File: config.mk
export PLATFORM = sky130hd
export DESIGN_NAME = sort_datapath
export DESIGN_NICKNAME = d
export VERILOG_FILES = /design/src/rtl/sort_datapath.sv
export SDC_FILE = /design/constraint.sdc
export NUM_CORES = 1
export LEC_CHECK = 0
export BUFFER_PORTS_ARGS = -buffer_cell sky130_fd_sc_hd__buf_2
export CORE_MARGIN = 2
export CORE_UTILIZATION = 45
export DETAILED_ROUTE_END_ITERATION = 16
export SLEW_MARGIN = 25
export SYNTH_ARGS = -nofsm -noshare
export SYNTH_HDL_FRONTEND = slang
export SYNTH_SLANG_ARGS = --single-unit
File: constraint.sdc
create_clock -name clk -period 6.2 [get_ports clk]
set_clock_uncertainty 0.2 [all_clocks]
set_input_delay 1.24 -clock clk [delete_from_list [all_inputs] [get_ports clk]]
set_output_delay 1.24 -clock clk [all_outputs]
set_load 0.01 [all_outputs]
File: src/rtl/sort_datapath.sv
// Sort datapath: K-entry array, index counters i/j, operand registers A/B, host load port
// and a valid/ready unload stream. Define SORT_DESCENDING_EN to flip AgtB for descending order.
module sort_datapath #(
  parameter  int K  = 8,
  parameter  int N  = 8,
  localparam int AW = $clog2(K)
) (
  input  logic          clk,
  input  logic          rst,
  input  logic          Wr,
  input  logic          Li,
  input  logic          Ei,
  input  logic          Lj,
  input  logic          Ej,
  input  logic          EA,
  input  logic          EB,
  input  logic          Bout,
  input  logic          Csel,
  input  logic          done,
  output logic          AgtB,
  output logic          zi,
  output logic          zj,
  input  logic          host_we,
  input  logic [AW-1:0] host_addr,
  input  logic [N-1:0]  host_wdata,
  output logic          out_valid,
  input  logic          out_ready,
  output logic [N-1:0]  out_data,
  output logic          out_last,
  output logic          unloading
);

  typedef enum logic [0:0] {
    IDLE   = 1'b0,
    UNLOAD = 1'b1
  } state_t;

  logic [N-1:0]  mem_r [K];
  logic [AW-1:0] i_r;
  logic [AW-1:0] j_r;
  logic [N-1:0]  a_r;
  logic [N-1:0]  b_r;
  logic [AW-1:0] ptr_r;
  logic [AW-1:0] ptr_next_s;
  state_t        state_r;
  state_t        state_next_s;

  logic [AW-1:0] addr_s;
  logic [N-1:0]  rdata_s;
  logic [N-1:0]  wdata_s;
  logic          xfer_s;
  logic          ptr_last_s;

  // Indices are only meaningful below K; non-power-of-two K leaves a gap in the index space.
  function automatic logic idx_ok(input logic [AW-1:0] idx);
    return ({1'b0, idx} < (AW+1)'(K));
  endfunction

  // Operand address, combinational array read and write-data mux.
  always_comb begin
    addr_s  = Csel ? j_r : i_r;
    wdata_s = Bout ? b_r : a_r;
    if (idx_ok(addr_s)) begin
      rdata_s = mem_r[addr_s];
    end else begin
      rdata_s = {N{1'b0}};
    end
  end

  // Array storage: controller write wins over the host port; host writes are blocked while unloading.
  always_ff @(posedge clk) begin
    if (rst) begin
      for (int k = 0; k < K; k++) begin
        mem_r[k] <= {N{1'b0}};
      end
    end else if (Wr) begin
      if (idx_ok(addr_s)) begin
        mem_r[addr_s] <= wdata_s;
      end
    end else if (host_we && (state_r == IDLE) && idx_ok(host_addr)) begin
      mem_r[host_addr] <= host_wdata;
    end
  end

  // Counter i: load-to-zero has priority over increment.
  always_ff @(posedge clk) begin
    if (rst) begin
      i_r <= {AW{1'b0}};
    end else if (Li) begin
      i_r <= {AW{1'b0}};
    end else if (Ei) begin
      i_r <= i_r + AW'(1);
    end
  end

  // Counter j: Lj alone copies i, Lj with Ej starts one past i.
  always_ff @(posedge clk) begin
    if (rst) begin
      j_r <= {AW{1'b0}};
    end else if (Lj && Ej) begin
      j_r <= i_r + AW'(1);
    end else if (Lj) begin
      j_r <= i_r;
    end else if (Ej) begin
      j_r <= j_r + AW'(1);
    end
  end

  // Operand registers capture the current array read.
  always_ff @(posedge clk) begin
    if (rst) begin
      a_r <= {N{1'b0}};
      b_r <= {N{1'b0}};
    end else begin
      if (EA) begin
        a_r <= rdata_s;
      end
      if (EB) begin
        b_r <= rdata_s;
      end
    end
  end

  // Status flags back to the controller.
  always_comb begin
`ifdef SORT_DESCENDING_EN
    AgtB = (a_r < b_r);
`else
    AgtB = (a_r > b_r);
`endif
    zi = (i_r == AW'(K-2));
    zj = (j_r == AW'(K-1));
  end

  // Unload FSM state and read pointer register.
  always_ff @(posedge clk) begin
    if (rst) begin
      state_r <= IDLE;
      ptr_r   <= {AW{1'b0}};
    end else begin
      state_r <= state_next_s;
      ptr_r   <= ptr_next_s;
    end
  end

  // Unload FSM next state: done is only heard in IDLE.
  always_comb begin
    ptr_last_s   = (ptr_r == AW'(K-1));
    xfer_s       = (state_r == UNLOAD) && out_ready;
    state_next_s = state_r;
    ptr_next_s   = ptr_r;
    case (state_r)
      IDLE: begin
        if (done) begin
          state_next_s = UNLOAD;
          ptr_next_s   = {AW{1'b0}};
        end else begin
          state_next_s = IDLE;
        end
      end
      UNLOAD: begin
        if (xfer_s && ptr_last_s) begin
          state_next_s = IDLE;
          ptr_next_s   = {AW{1'b0}};
        end else if (xfer_s) begin
          ptr_next_s   = ptr_r + AW'(1);
        end else begin
          state_next_s = UNLOAD;
        end
      end
      default: begin
        state_next_s = IDLE;
        ptr_next_s   = {AW{1'b0}};
      end
    endcase
  end

  // Unload FSM outputs; the pointer is a register so out_data holds while stalled.
  always_comb begin
    out_valid = 1'b0;
    out_last  = 1'b0;
    unloading = 1'b0;
    out_data  = {N{1'b0}};
    case (state_r)
      UNLOAD: begin
        out_valid = 1'b1;
        out_last  = ptr_last_s;
        unloading = 1'b1;
        if (idx_ok(ptr_r)) begin
          out_data = mem_r[ptr_r];
        end else begin
          out_data = {N{1'b0}};
        end
      end
      IDLE: begin
        out_valid = 1'b0;
      end
      default: begin
        out_valid = 1'b0;
      end
    endcase
  end

endmodule

==> impl_metrics.tcl <==
set metrics [dict create \
    status "finished clean" \
    synth.net_count 532 \
    core_sq_mm 0.0113 \
    drt_wl_total_um 15000 \
    clkTransAtPathRegs_ps 70 \
    die_h_um 111 \
    swShare 0.271 \
    power.share.combinational 0.142 \
    drive_gt1_frac 0.186 \
    dr.pass1.iters 5 \
    fin_crit_sh 0.650 \
    grt_remaining_overflow 0 \
    wl_per_cell_um 22.8 \
    grt_first_pass_wirelength_um 22600 \
    synthMuxAreaShare 0.118 \
    cts_tree "yes" \
    via_per_inst 6.08 \
    hold_class "reg -> reg" \
    hold_path_startpoint "a_r[0]" \
    hold_buffers 0 \
    post_dp_cell_area_sq_mm 0.00537 \
    max_freq_ghz 0.248 \
    sequentialPowerShare 0.491 \
    syn_area_sq_mm 0.00517 \
    async_reset_ff_frac 0 \
    die_x_um 111 \
    postCtsSetupRepairBufs 0 \
    synth-seq-area-share 0.484 \
    ir_worst_vdd_mv 0.166 \
    setup_viol 0 \
    cts_buffers 9 \
    crit_path_max_fanout 37 \
    gp_congestion 0.894 \
    start_util 0.456 \
    numClockSinks 93 \
    crit_path_top_delay_cell "nor4b_4" \
    rrSetupSlack_ps 2790 \
    synth-xor-area-share 0.00678 \
    drc 0 \
    rr_worst_depth 4 \
    yosys_warnings 0 \
    grtUsageMet3 0.0383 \
    r2r-end "mem_r[6][6]" \
    hold_violations 0 \
    portBuffers 38 \
    worstPathRequired_ps 5980 \
    synthAdderAreaFrac 0.0339 \
    htree_num_levels 3 \
    hpwl_um 11200 \
    holdPathEnd "a_r[0]" \
    cts-resized-gates 0 \
    syn_area_per_cell_sq_um 10.5 \
    finalNetCount 551 \
    synth_cell_types 51 \
    synthCells 493 \
    power.total_w 0.00150 \
    r2r-start "state_r" \
    drtIter0Drc 556 \
    die_area_sq_mm 0.0124 \
    synth_ff_type "edfxtp_1" \
    slew_headroom 0.427 \
    ant_nets 0 \
    totalNegativeSetupSlack_ps 0 \
    utilization 0.500 \
    grt_use_met2 0.385 \
    p_int_w 0.00110 \
    drv_cap 0 \
    grt_start_max_net_pins 38 \
    power_density_mw_per_mm2 266 \
    crit_path_start_kind "input pin" \
    clk_latency_ps 350 \
    layout_min_cycle_time_ps 4030 \
    fp-row-count 39 \
    met1_usage 0.350 \
    antenna_found_initial 0 \
    rsz0062_at_grt "false" \
    num_vias 4008 \
    io_pins 39 \
    hold_depth 2 \
    pwr-share-clk 0.367 \
    busiest_layer "met2" \
    slowest_delay_ps 760 \
    power.switching_w 0.000408 \
    p_leak_nw 2.03 \
    synth-edff-count 64 \
    synth_compound_area_frac 0.117 \
    cts_buffer_depth 2 \
    antenna_cells 0 \
    grt_pass1_vias 3821 \
    drv_slew 0 \
    cp_data_arrival_time_ps 3810 \
    synthToLayoutAreaGrowth_pct 9.52 \
    grt_usage 0.246 \
    stdcell_area_sq_mm 0.00566 \
    ys_ff_latch 93 \
    critPathCaptureType "flop" \
    critical_path_class "in -> reg" \
    synth_top_family_by_area "simple AND/OR/NAND/NOR gates" \
    cp_cell_sequence "buf_2, nor4b_4, nor2b_1, nor2_1, o21bai_1" \
    cts-root-buf "clkbuf_16" \
    worst_pin_slew_ps 843 \
    synth_simple_gate_area_frac 0.197 \
]
[synthesized netlist by cell type (2+ instances only)]
cell      number  area [sq um]
nor2_1        86           323
edfxtp_1      64          1920
nand2_1       62           233
dfxtp_1       29           581
nand3_1       25           125
nand2b_1      18           113
mux4_2        16           360
ha_1          14           175
a22oi_1       13          97.6
nor2b_1       13          81.3
mux2i_1       12           120
buf_2         11          55.1
inv_1         11          41.3
o22ai_1       10          62.6
a211oi_1       9          67.6
clkbuf_1       9          33.8
mux2_2         9           101
o21bai_1       8          60.1
a22oi_2        6          75.1
nand4_1        6          37.5
o21ai_0        6          30.0
buf_6          5          56.3
o21ai_1        4          20.0
a21o_1         3          22.5
a21oi_1        3          15.0
and2_1         3          18.8
buf_1          3          11.3
buf_4          3          22.5
nor3_1         3          15.0
o21ai_2        3          26.3
xor2_1         3          26.3
a32oi_1        2          17.5
o211ai_1       2          15.0
o221ai_1       2          17.5
[metal layers]
metal | vias to the layer above | part of all wire | wire (um)
met3 | 30 | 0.083 | 1250
met4 | 0 | 0.024 | 357
li1 | 1827 | - | -
met5 | - | 0 | 0
met1 | 1946 | 0.43 | 6470
met2 | 205 | 0.46 | 6920
[registers in the layout, indices dropped and copies added (netlist names), named ones only]
signal	cells
a_r	8
ptr_r	3
b_r	8
mem_r	64
j_r	3
state_r	1
i_r	3
[stage by stage]
| stage | cells | hold slack [ps] | worst slack, ps |
|---|---|---|---|
| floorplan | 493 | 225 | 2820 |
| global placement | 644 | 244 | 2010 |
| detailed placement | 644 | 258 | 1880 |
| CTS | 659 | 274 | 2240 |
| global route | 659 | 292 | 2040 |
| finish | 659 | 262 | 2170 |
[worst max path at each step]
stage / from / end / slack [ps]
after CTS: rst / mem_r[6][2] / 2240
after global routing: rst / mem_r[2][6] / 2040
after detailed placement: rst / mem_r[6][7] / 1880
after global placement: rst / mem_r[0][0] / 2010
final: rst / mem_r[6][6] / 2170
after floorplan: rst / mem_r[1][0] / 2820
[area by class of cell]
| type | instances | area (sq um) |
|---|---|---|
| fill | 1081 | 5660 |
| sequential | 93 | 2500 |
| multi-input combinational | 358 | 2450 |
| clock buffer | 10 | 229 |
| timing repair buffer | 39 | 198 |
| tap | 143 | 179 |
| clock inverter | 5 | 60.1 |
| inverter | 11 | 41.3 |
[power groups by stage]
stage / clock (W) / sequential (W) / combinational [W]
finish: 0.000553 / 0.000738 / 0.000214
floorplan: 0 / 0.000729 / 0.000160
global route: 0.000580 / 0.000741 / 0.000233
CTS: 0.000556 / 0.000737 / 0.000211
detailed placement: 0 / 0.000750 / 0.000210
global placement: 0 / 0.000749 / 0.000207
[cell families after synthesis]
logic type | count (synthesis)
buffers and inverters | 42
adder cells (fa/ha/maj) | 14
flip-flops | 93
AO/OA/AOI/OAI | 78
XOR/XNOR | 4
multiplexers | 39
AND/OR/NAND/NOR | 223
[layout by cell type, fill, tap and decap left out, types with 2 or more instances in the layout]
cell type,count
nand2_1,62
xor2_1,3
a21oi_1,3
mux4_2,16
o21ai_2,3
o21bai_1,8
nand3_1,25
inv_6,2
o211ai_1,2
nor3_1,3
a211oi_1,9
nand2b_1,18
o22ai_1,10
nand4_1,6
o21ai_0,6
dfxtp_1,28
o21ai_1,4
ha_1,14
nor2_1,86
nor2b_1,13
buf_2,38
a22oi_1,13
a21o_1,3
and2_1,3
inv_1,11
mux2_2,9
o221ai_1,2
clkbuf_16,9
a32oi_1,2
mux2i_1,11
a22oi_2,6
edfxtp_1,64
[worst max-delay path: cells and delay by family]
kind | cells | cell delay [ps]
buffers and inverters | 1 | 330
AOI/OAI and AO/OA | 1 | 660
and+or+nand+nor | 3 | 1560
(Power assumes the default switching activity.)
